## src/rtl/serial_pkg.sv

```systemverilog
// Shared constants for the serial sequence-detector path: bit-order selectors and
// default serializer settings.
package serial_pkg;

    localparam bit          MSB_FIRST        = 1'b1;
    localparam bit          LSB_FIRST        = 1'b0;
    localparam bit          DEFAULT_IDLE_BIT = 1'b0;
    localparam int unsigned DEFAULT_WIDTH    = 8;

endpackage

```

## src/rtl/word_hold_reg.sv

```systemverilog
// One-entry word buffer with write enable, clear and a full flag; ready is forced
// low while reset is asserted so nothing is accepted on a reset edge.
module word_hold_reg #(
    parameter int unsigned WIDTH = 8
) (
    input  logic             clk,
    input  logic             reset,
    input  logic             wr_en,
    input  logic             clr,
    input  logic [WIDTH-1:0] data_in,
    output logic [WIDTH-1:0] data_out,
    output logic             full,
    output logic             ready
);

    assign ready = !full && !reset;

    // Write and clear are mutually exclusive in use: write needs !full, clear needs full.
    always_ff @(posedge clk) begin
        if (reset) begin
            full <= 1'b0;
        end else if (wr_en) begin
            data_out <= data_in;
            full     <= 1'b1;
        end else if (clr) begin
            full <= 1'b0;
        end
    end

endmodule

```

## src/rtl/bit_serializer.sv

```systemverilog
// Parallel-to-serial front end: buffers one word and shifts words out one bit per
// enabled cycle, loading the buffered word on the en-edge the shifter empties.
module bit_serializer #(
    parameter int unsigned WIDTH     = serial_pkg::DEFAULT_WIDTH,
    parameter bit          MSB_FIRST = serial_pkg::MSB_FIRST,
    parameter bit          IDLE_BIT  = serial_pkg::DEFAULT_IDLE_BIT
) (
    input  logic             clk,
    input  logic             reset,
    input  logic             en,
    input  logic [WIDTH-1:0] data_in,
    input  logic             data_valid,
    output logic             data_ready,
    output logic             out,
    output logic             out_valid,
    output logic             out_first,
    output logic             word_done,
    output logic             busy
);

    localparam int unsigned CW = $clog2(WIDTH);

    logic [WIDTH-1:0] hold;
    logic [WIDTH-1:0] sh;
    logic [CW-1:0]    cnt;
    logic             hold_full;
    logic             accept;
    logic             load;

    assign accept = data_valid && data_ready;
    assign load   = en && (cnt == '0) && hold_full;

    word_hold_reg #(
        .WIDTH(WIDTH)
    ) u_hold (
        .clk     (clk),
        .reset   (reset),
        .wr_en   (accept),
        .clr     (load),
        .data_in (data_in),
        .data_out(hold),
        .full    (hold_full),
        .ready   (data_ready)
    );

    function automatic logic head(input logic [WIDTH-1:0] w);
        return MSB_FIRST ? w[WIDTH-1] : w[0];
    endfunction

    function automatic logic [WIDTH-1:0] advance(input logic [WIDTH-1:0] w);
        return MSB_FIRST ? (w << 1) : (w >> 1);
    endfunction

    always_ff @(posedge clk) begin
        if (reset) begin
            out       <= IDLE_BIT;
            out_valid <= 1'b0;
            out_first <= 1'b0;
            word_done <= 1'b0;
            sh        <= '0;
            cnt       <= '0;
        end else if (en) begin
            if (cnt != '0) begin
                out       <= head(sh);
                sh        <= advance(sh);
                cnt       <= cnt - CW'(1);
                out_valid <= 1'b1;
                out_first <= 1'b0;
                word_done <= (cnt == CW'(1));
            end else if (hold_full) begin
                out       <= head(hold);
                sh        <= advance(hold);
                cnt       <= CW'(WIDTH - 1);
                out_valid <= 1'b1;
                out_first <= 1'b1;
                word_done <= 1'b0;
            end else begin
                out       <= IDLE_BIT;
                out_valid <= 1'b0;
                out_first <= 1'b0;
                word_done <= 1'b0;
            end
        end else begin
            // out and out_valid hold the current bit between strobes
            out_first <= 1'b0;
            word_done <= 1'b0;
        end
    end

    assign busy = (cnt != '0) || hold_full || (out_valid && !word_done);

endmodule

```

## config.mk

```make
export PLATFORM = sky130hd
export DESIGN_NAME = bit_serializer
export DESIGN_NICKNAME = d
export VERILOG_FILES = /design/src/rtl/serial_pkg.sv /design/src/rtl/word_hold_reg.sv /design/src/rtl/bit_serializer.sv
export SDC_FILE = /design/constraint.sdc
export NUM_CORES = 1
export LEC_CHECK = 0
export ABC_AREA = 1
export CAP_MARGIN = 5
export CORE_MARGIN = 2
export CORE_UTILIZATION = 50
export CTS_BUF_LIST = sky130_fd_sc_hd__clkbuf_8
export DETAILED_ROUTE_END_ITERATION = 6
export HOLD_SLACK_MARGIN = 0.12
export PLACE_DENSITY_LB_ADDON = 0.1
export RECOVER_POWER = 100
export SYNTH_ARGS = -nofsm -noshare
export SYNTH_HDL_FRONTEND = slang
export SYNTH_HIERARCHICAL = 1
export SYNTH_SLANG_ARGS = --single-unit
```

## constraint.sdc

```tcl
create_clock -name clk -period 3.8 [get_ports clk]
set_input_delay 0.76 -clock clk [delete_from_list [all_inputs] [get_ports clk]]
set_output_delay 0.76 -clock clk [all_outputs]
set_load 0.05 [all_outputs]
```

# Word-level counts from Yosys, hierarchy flattened
# Cells that the tools add are included.
dict set report totals {
  in_bits 12
  ff_bits 24
  output_inout_bits 6
  elab_cells 41
}
dict set report classes {
  add_sub_neg 1
  bitwise_logic 3
  n_eq_ne 1
  n_reduce_logical 18
  n_mux 10
}
# cell n
set ops {}
lappend ops {{$mux 8} 2}
lappend ops {{$mux 1} 6}
lappend ops {{$mux 3} 2}
lappend ops {{$reduce_or 3->1} 2}
lappend ops {{$logic_and 1x1->1} 5}
lappend ops {{$reduce_and 2->1} 2}
lappend ops {{$reduce_bool 2->1} 2}
lappend ops {{$eq 3x1->1 const B} 1}
lappend ops {{$logic_not 1->1} 3}
lappend ops {{$logic_not 3->1} 1}
lappend ops {{$not 1->1} 3}
lappend ops {{$reduce_bool 3->1} 1}
lappend ops {{$sub 3x1->3 const B} 1}
lappend ops {{$logic_or 1x1->1} 2}

# Depth between registers and ports, before layout
# Gate-level depths: netlist of run 1.
dict set report depth {
  ltp_word 5
  depth_mapped 9
  ltp_nobuf 7
}

# Modules after synthesis
# The synthesis of run 1 kept the hierarchy.
# module seq_area_each_um2 n_inst cells_per_inst area_per_inst_um2
set modules_own_cells {}
lappend modules_own_cells {bit_serializer 280.3 1 118 795.8}
lappend modules_own_cells {word_hold_reg 260.2 1 16 290.3}

# Worst setup path before layout of run 1
# OpenSTA, ideal clock, no wires.
dict set report synth_timing {
  path_kind {reg-to-output}
  startpoint {register out_valid}
  endpoint {output busy}
  required_ps 3040
  stages_incl_launch_ff 3
  path_buffers 0
  arrival_ps 1473
  setup_slack_ps 1567
  cell_sequence {dfxtp_1 inv_1 o21bai_1}
}
dict set report synth_via {
  elab_chain_cells 2
}
# item line_no
set synth_lines {}
lappend synth_lines {{from (decl)} bit_serializer.sv:15} ;# output logic out_valid,
lappend synth_lines {{from (signal assigned)} bit_serializer.sv:57} ;# out_valid <= 1'b0;
lappend synth_lines {{from (signal assigned)} bit_serializer.sv:67} ;# out_valid <= 1'b1;
lappend synth_lines {{from (signal assigned)} bit_serializer.sv:74} ;# out_valid <= 1'b1;
lappend synth_lines {{$logic_and 1x1->1} bit_serializer.sv:90} ;# assign busy = (cnt != '0) || hold_full || (out_valid && !word_done);
lappend synth_lines {{$logic_or 1x1->1} bit_serializer.sv:90}
lappend synth_lines {{to (decl)} bit_serializer.sv:18} ;# output logic busy
# No other way between the ends.

# Final worst setup path of run 1
dict set report layout_timing {
  startpoint {input reset}
  endpoint {output data_ready}
}
dict set report layout_via {
  elab_chain_cells 2
}
# item line_no
set layout_lines {}
lappend layout_lines {{from (decl)} bit_serializer.sv:9} ;# input logic reset,
lappend layout_lines {{$logic_not 1->1} word_hold_reg.sv:16} ;# assign ready = !full && !reset;
lappend layout_lines {{$logic_and 1x1->1} word_hold_reg.sv:16}
lappend layout_lines {{to (decl)} bit_serializer.sv:13} ;# output logic data_ready,
# No other way between the ends.

==> flow_summary.yaml, run 1 <==
final_layout:
  drive_gt1_share_pct: 6.00
  syn_to_final_growth_pct: 16.7
  antennaDiodeCount: 0
  fillers: 201
  nets: 166
place:
  dp_slack_ps: 789
  dpl.hpwl_um: 1260
  gp_congestion: 0.748
  port_buffers: 17
clocking:
  post_cts_buffers: 0
  clk_pin_slew_worst_paths_ps: 80
  clock-sinks: 23
  clockBufferDepth: 2
  clk_latency_ps: 260
  cts_resized: 0
  cts_tree: "yes"
  cts-root-buf: "clkbuf_8"
  cts_buffers: 3
  htree_num_levels: 1
  cts-hold-fix-buffers: 0
floorplan:
  initial_utilization_pct: 54.3
  std_cell_rows: 16
  die_h_um: 50.6
  core-area_mm2: 0.00200
  io_pins: 18
  die-area_mm2: 0.00256
  die_w_um: 50.6
power:
  leakagePower_nw: 0.619
  ir_drop_v: 0.000429
  power_density_mw_per_mm2: 512
critical_path:
  worstPathArrival_ps: 2370
  rrSetupSlack_ps: 2250
  cp.buffers_inverters: 2
  cpLargestDelayFamily: "buffers and inverters"
  crit_top_cell: "dlygate4sd3_1"
  cp_slowest_cell: "dlygate4sd3_1"
  crit_type: "in -> out"
  cp_cell_sequence: "dlygate4sd3_1, nor2_1, dlygate4sd3_1"
  cp-end-kind: "output port"
  slowest_delay_ps: 890
  critPathRequiredTime_ps: 3040
  critPathLaunchType: "primary input"
  critPathMaxFanout: 4
detailed_routing:
  drtAntennaViolNets: 0
  dr_total_vias: 833
  wirelength_um: 1800
  first_pass_iters: 6
  drt_iter0_drc: 6
  wl_per_cell_um: 10.2
  vias_per_cell: 4.71
  drc: 0
timing:
  tightest_slew_ps: 505
  maxSlewViolCount: 0
  finClkSkew_ps: 5.10
  fin_ws_ps: 670
  rsz0062_at_grt: "no"
  finalHoldViolCount: 0
  slew_headroom_pct: 66.2
  fin_crit_sh_pct: 82.4
  fmax_ghz: 0.319
  tns_ps: 0
  hold_ws_ps: 448
  setup_viol: 0
  fin_crit_ps: 3130
global_routing:
  first_global_vias: 805
  antenna_found_initial: 0
  grt_first_pass_wirelength_um: 3350
  grt.total_usage_pct: 17.4
  grt-ovfl-total: 0
  grt_max_degree: 14
synth:
  synth.most_common_cell: "nand2_1"
  synth_area_mm2: 0.00109
  synth_cells: 134
  ys.flop_type: "dfxtp_1"
  yosysSeqAreaShare_pct: 49.8
  yosys_warnings: 6
  synth-edff-count: 8
  syn_area_per_cell_um2: 8.10
  ys_types: 17
  netlist.area_leader.share_pct: 27.6
  async_reset_ff_share_pct: 0
  syn_nets: 149
  synthTopCellsByCount: "35 x nand2_1, 21 x nor2_1, 19 x nand3_1"
  ys_ff_latch: 23
  synthTopCellsByArea: "dfxtp_1 28%, edfxtp_1 22%, nand2_1 12%, nand3_1 8.8%, nor2_1 7.3%"
  yosysTopAreaCell: "dfxtp_1"
outcome:
  outcome: "complete, no violations"
min_path:
  min_path_type: "reg -> reg"
job:
  cap_violations: 0
==> kinds of logic (layout without fill, tap and decap cells) <==
logic type / after synthesis / in the layout / synth area share (%)
AND/OR/NAND/NOR: 82 / 82 / 34.8
buffers and inverters: 24 / 40 / 10.8
flip-flops: 23 / 23 / 49.8
adder cells (fa/ha/maj): 3 / 3 / 3.46
AO/OA/AOI/OAI: 2 / 2 / 1.15
==> layer usage <==
layer | part of all wire (%) | routed length [um] | GRT usage (%) | vias up
li1 | - | - | - | 447
met1 | 45 | 812 | 20.9 | 372
met2 | 51 | 913 | 30.9 | 12
met3 | 3.3 | 59 | 4.46 | 2
met4 | 0.72 | 13 | 4.05 | 0
met5 | 0 | 0 | 0 | -
==> sequential cells by signal, indices dropped and copies added, names as in the netlist <==
register         count
u_hold/full          1
word_done            1
out                  1
out_valid            1
u_hold/data_out      8
cnt                  3
sh                   7
out_first            1
==> worst register-to-register path, stage by stage (launching register included) <==
cell and delay, ps:
dfxtp_1 330, inv_1 100, ha_1 390, nand2_4 170, nand2_2 210, nand2_1 100
nor2_1 100, nor2_1 50
==> layout make-up <==
cell class	instances	area, um^2	share of cell area, %
timing repair buffer	17	170	13.4
clock buffer	3	41.3	3.26
tap	27	33.8	2.67
inverter	19	71.3	5.63
multi-input combinational	87	407	32.1
sequential	23	541	42.6
clock inverter	1	3.75	0.296
==> power by group <==
group	switching, W	internal [W]	leakage (nW)
sequential	0.0000141	0.000282	0.197
combinational	0.000135	0.0000717	0.396
clock	0.0000746	0.0000720	0.0269
total	0.000223	0.000426	0.619
==> worst paths after layout <==
| path | start | end | depth (start not counted) |
|---|---|---|---|
| worst max-delay path | reset | data_ready | 3 |
| worst min-delay path | u_hold/data_out[0]$_DFFE_PP_ | sh[1]$_SDFFE_PP0P_ | 2 |
| worst max register to register | cnt[0]$_SDFFE_PP0P_ | cnt[1]$_SDFFE_PP0P_ | 7 |
| worst min register to register | u_hold/data_out[0]$_DFFE_PP_ | sh[1]$_SDFFE_PP0P_ | 2 |
==> cell usage in the layout, fill, tap and decap left out, drive strengths merged <==
cell,count
dlygate4sd3,16
o21bai,1
nor2,21
clkbuf,3
nand3,20
edfxtp,8
o21ai,1
nor3,1
ha,3
clkdlybuf4s50,1
inv,20
nand2,40
dfxtp,15
==> per-stage QoR <==
step | std cells | utilization [%] | cell area (um^2) | power (W)
2_1_floorplan | 134 | - | 1090 | 0.000484
4_1_cts | 177 | 64.4 | 1290 | 0.000665
6_report | 177 | 63.3 | 1270 | 0.000649
3_3_place_gp | 173 | 62.1 | 1240 | 0.000515
5_1_grt | 177 | 63.3 | 1270 | 0.000698
3_5_place_dp | 173 | 62.1 | 1240 | 0.000518
No activity file was read; power rests on OpenSTA's default activity.
==> run 2, diff against run 1 <==
- CORE_UTILIZATION: 50 -> 49
- clock period: 3.8 -> 2.7 ns (I/O delays scaled with it)
==> flow_summary.yaml, run 2 (same netlist as run 1, synthesis figures left out) <==
global_routing:
  grt-ovfl-total: 0
  first_global_vias: 816
  grt.total_usage_pct: 17.4
  grt_max_degree: 14
  antenna_found_initial: 0
  grt_first_pass_wirelength_um: 3370
detailed_routing:
  first_pass_iters: 4
  wl_per_cell_um: 11.1
  dr_total_vias: 843
  wirelength_um: 1970
  drt_iter0_drc: 16
  drc: 0
  drtAntennaViolNets: 0
  vias_per_cell: 4.74
critical_path:
  cp.buffers_inverters: 2
  r2r_cells: 7
  cp_cell_sequence: "inv_1, ha_1, nand3_2, o21bai_1, clkbuf_1"
  rrSetupSlack_ps: 1110
  cp_slowest_cell: "clkbuf_1"
  critPathLaunchType: "register"
  r2r_start: "cnt[0]$_SDFFE_PP0P_"
  critPathRequiredTime_ps: 2160
  cpLargestDelayFamily: "buffers and inverters"
  worstPathArrival_ps: 1820
  critPathMaxFanout: 8
  regToRegEndpoint: "cnt[0]$_SDFFE_PP0P_"
  cp-end-kind: "output port"
  slowest_delay_ps: 480
  crit_type: "reg -> out"
floorplan:
  die_h_um: 51.1
  io_pins: 18
  core-area_mm2: 0.00215
  std_cell_rows: 17
  initial_utilization_pct: 50.6
  die-area_mm2: 0.00261
  die_w_um: 51.1
clocking:
  cts-root-buf: "clkbuf_8"
  clk_latency_ps: 260
  htree_num_levels: 1
  post_cts_buffers: 0
  clk_pin_slew_worst_paths_ps: 80
  cts_tree: "yes"
  clockBufferDepth: 2
  clock-sinks: 23
  cts_buffers: 3
outcome:
  outcome: "complete, no violations"
power:
  power_w: 0.000921
  ir_drop_v: 0.000399
  leakagePower_nw: 0.614
  power_density_mw_per_mm2: 732
final_layout:
  syn_to_final_growth_pct: 15.9
  drive_gt1_share_pct: 6.67
  largest_reg_flops: 8
  final_common_cell: "nand2_1"
  fin_cells: 178
  antennaDiodeCount: 0
  final_util_pct: 58.6
  final_cell_mix: "36 x nand2_1, 21 x nor2_1, 19 x nand3_1"
  biggestRegsByFlops: "u_hold/data_out (8), sh (7), cnt (3)"
  nets: 166
  top_register: "u_hold/data_out"
place:
  dpl.hpwl_um: 1350
  place_inst: 174
  gp_congestion: 0.743
  port_buffers: 17
timing:
  tightest_slew_ps: 601
  tns_ps: 0
  rsz0062_at_grt: "no"
  maxSlewViolCount: 0
  fmax_ghz: 0.424
  finClkSkew_ps: 3.23
  finalHoldViolCount: 0
  fin_crit_sh_pct: 87.3
  setup_viol: 0
  slew_headroom_pct: 60.1
  hold_ws_ps: 473
  fin_crit_ps: 2360
job:
  cap_violations: 0
min_path:
  hold_start: "u_hold/data_out[0]$_DFFE_PP_"
  min_delay_path_depth: 2
  whs_endpoint: "sh[1]$_SDFFE_PP0P_"
  min_path_type: "reg -> reg"
-- run 2: cell count changes in the layout (fill, tap and decap cells not counted), sizes merged --
cell and delta:
clkbuf +2, dlygate4sd3 -2
-- run 2: where the power goes --
group / total [W] / switching [W] / internal (W)
Clock: 0.000213 / 0.000111 / 0.000102
Combinational: 0.000291 / 0.000195 / 0.0000959
Sequential: 0.000418 / 0.0000211 / 0.000397
-- run 2: tightest hold or removal path: cells and delay by family (launching register included) --
family,cells,cell delay (ps)
and+or+nand+nor,2,120
DFF,1,320
-- run 2: what timing repair did --
action,4_1_cts,5_1_grt
hold buffers,0,0
gates resized for setup,0,1
setup endpoints to repair,0,1
-- run 2: layout make-up --
class / instances / area (um^2)
Clock buffer: 3 / 41.3
Timing Repair Buffer: 17 / 158
Inverter: 19 / 71.3
Clock inverter: 1 / 3.75
Tap cell: 28 / 35.0
Fill cell: 188 / 890
Sequential cell: 23 / 541
Multi-Input combinational cell: 87 / 409
-- run 2: worst max path at each step --
stage / start / endpoint / slack (ps) / depth (start not counted)
after floorplan: out_valid$_SDFFE_PP0P_ / busy / 690 / 2
after global placement: cnt[0]$_SDFFE_PP0P_ / busy / 360 / 5
after detailed placement: cnt[0]$_SDFFE_PP0P_ / busy / 310 / 5
after CTS: cnt[0]$_SDFFE_PP0P_ / busy / 10 / 5
after global routing: cnt[0]$_SDFFE_PP0P_ / busy / 260 / 5
final: cnt[0]$_SDFFE_PP0P_ / busy / 340 / 5
-- run 2: metrics by stage --
step / cell area, um^2 / setup WS, ps
finish: 1260 / 342
CTS: 1290 / 12.2
floorplan: 1090 / 687
global placement: 1240 / 364
detailed placement: 1240 / 314
global route: 1260 / 259
-- run 2: routing by layer --
metal	part of all wire [%]	global-route usage [%]	up-vias	wire length (um)
met4	0.76	6.76	0	15
met1	45	19.8	373	880
li1	-	-	449	-
met2	51	31.6	19	999
met3	4.0	3.51	2	78
met5	0	0	-	0
==> run 3, diff against run 2 <==
- CORE_UTILIZATION: 49 -> 30
- TNS_END_PERCENT: default -> 50
==> flow_summary.yaml, run 3 (same netlist as run 1, synthesis figures left out) <==
outcome:
  outcome: "complete, no violations"
final_layout:
  drive_gt1_share_pct: 6.00
  top_register: "u_hold/data_out"
  multiInputGateArea_um2: 407
  nets: 166
  antennaDiodeCount: 0
  final_cell_mix: "38 x nand2_1, 21 x nor2_1, 19 x nand3_1"
  final_common_cell: "nand2_1"
  biggestRegsByFlops: "u_hold/data_out (8), sh (7), cnt (3)"
  fin_cells: 196
  syn_to_final_growth_pct: 18.3
  largest_reg_flops: 8
  final_util_pct: 37.6
  fillers: 375
  seqCellArea_um2: 541
timing:
  setup_viol: 0
  tightest_slew_ps: 589
  fin_ws_ps: 136
  finalHoldViolCount: 0
  finClkSkew_ps: 2.32
  fin_crit_ps: 2560
  slew_headroom_pct: 60.9
  rsz0062_at_grt: "no"
  fmax_ghz: 0.390
  tns_ps: 0
  maxSlewViolCount: 0
  fin_crit_sh_pct: 94.9
place:
  port_buffers: 17
  dp_slack_ps: 324
  dpl.hpwl_um: 1430
  gp_congestion: 0.758
  place_inst: 192
power:
  comb_power_share_pct: 32.0
  power_w: 0.000929
  pwr-share-clk_pct: 23.3
  switchingPower_w: 0.000327
  power_density_mw_per_mm2: 723
  intPower_w: 0.000603
  leakagePower_nw: 0.615
  p_sw_share_pct: 35.1
  sequentialPowerShare_pct: 44.7
  ir_drop_v: 0.000205
global_routing:
  first_global_vias: 771
  grt-ovfl-total: 0
  antenna_found_initial: 0
  grt_max_degree: 14
  grt_first_pass_wirelength_um: 3440
  grt.total_usage_pct: 11.0
clocking:
  cts_buffers: 3
  cts_tree: "yes"
  clk_pin_slew_worst_paths_ps: 80
  clockBufferDepth: 2
  cts-hold-fix-buffers: 0
  clk_latency_ps: 270
  cts-root-buf: "clkbuf_8"
  clock-sinks: 23
  htree_num_levels: 1
  post_cts_buffers: 0
detailed_routing:
  drc: 0
  first_pass_iters: 4
  wirelength_um: 2040
  dr_total_vias: 856
  drt_iter0_drc: 31
  drtAntennaViolNets: 0
  vias_per_cell: 4.37
  wl_per_cell_um: 10.4
job:
  cap_violations: 0
critical_path:
  crit_cells: 5
  crit_type: "reg -> out"
  crit_start: "cnt[0]$_SDFFE_PP0P_"
  cp-end-kind: "output port"
  r2r_start: "cnt[0]$_SDFFE_PP0P_"
  regToRegEndpoint: "cnt[0]$_SDFFE_PP0P_"
  rrSetupSlack_ps: 1130
  slowest_delay_ps: 810
  cpLargestDelayFamily: "buffers and inverters"
  cp.buffers_inverters: 2
  r2r_cells: 7
  cp_cell_sequence: "inv_1, ha_2, nand3_2, o21bai_1, clkdlybuf4s50_1"
  critPathRequiredTime_ps: 2160
  critPathMaxFanout: 8
  worstPathArrival_ps: 2020
  critPathLaunchType: "register"
  cp_slowest_cell: "clkdlybuf4s50_1"
  endpoint: "busy"
floorplan:
  die-area_mm2: 0.00412
  core-area_mm2: 0.00342
  initial_utilization_pct: 31.8
  io_pins: 18
  die_w_um: 64.2
  std_cell_rows: 21
  die_h_um: 64.2
min_path:
  min_path_type: "reg -> reg"
  hold_start: "u_hold/data_out[0]$_DFFE_PP_"
==> run 3: cell count changes in the layout (fill, tap and decap cells not counted), sizes merged <==
cell	change
clkbuf	-1
clkdlybuf4s50	+1
==> run 3: layout make-up <==
cell class / instances / share of cell area (%)
multi-input cells: 87 / 31.6
well taps: 46 / 4.48
inverters: 19 / 5.55
repair buffers: 17 / 12.8
flip-flops and latches: 23 / 42.1
clock inverters: 1 / 0.292
clock buffers: 3 / 3.21
==> run 3: power groups by stage <==
stage / logic (W) / registers, W / clock network (W)
floorplan: 0.000244 / 0.000437 / 0
global placement: 0.000307 / 0.000424 / 0
detailed placement: 0.000311 / 0.000425 / 0
CTS: 0.000312 / 0.000417 / 0.000229
global route: 0.000336 / 0.000420 / 0.000241
finish: 0.000297 / 0.000416 / 0.000217
==> run 3: metrics by stage <==
step | hold slack, ps | instance area (um^2)
CTS | 452 | 1310
global placement | 431 | 1260
global route | 470 | 1280
floorplan | 419 | 1090
finish | 445 | 1280
detailed placement | 432 | 1260
==> run 3: routing by layer <==
metal / wire, um / track usage (%) / share of wire, %
met3: 126 / 2.29 / 6.2
met2: 946 / 18.0 / 46
met4: 63 / 7.18 / 3.1
met1: 906 / 13.0 / 44
met5: 0 / 0 / 0
==> run 3: how the worst min path moves through the flow <==
| stage | to | depth (start not counted) |
|---|---|---|
| after floorplan | out$_SDFFE_PP0P_ | 2 |
| after global placement | sh[1]$_SDFFE_PP0P_ | 2 |
| after CTS | sh[1]$_SDFFE_PP0P_ | 2 |
| after global routing | sh[1]$_SDFFE_PP0P_ | 2 |
| final | sh[1]$_SDFFE_PP0P_ | 2 |
| after detailed placement | sh[1]$_SDFFE_PP0P_ | 2 |
==> run 3: repair_timing <==
action | CTS | global route
resized for setup | 0 | 1
hold endpoints to repair | 0 | 0
endpoints found under the setup margin | 0 | 1
==> run 3: tightest hold or removal path: stages (launching register included) <==
cell,delay (ps)
edfxtp_1,330
nand2_1,50
nand2_1,50
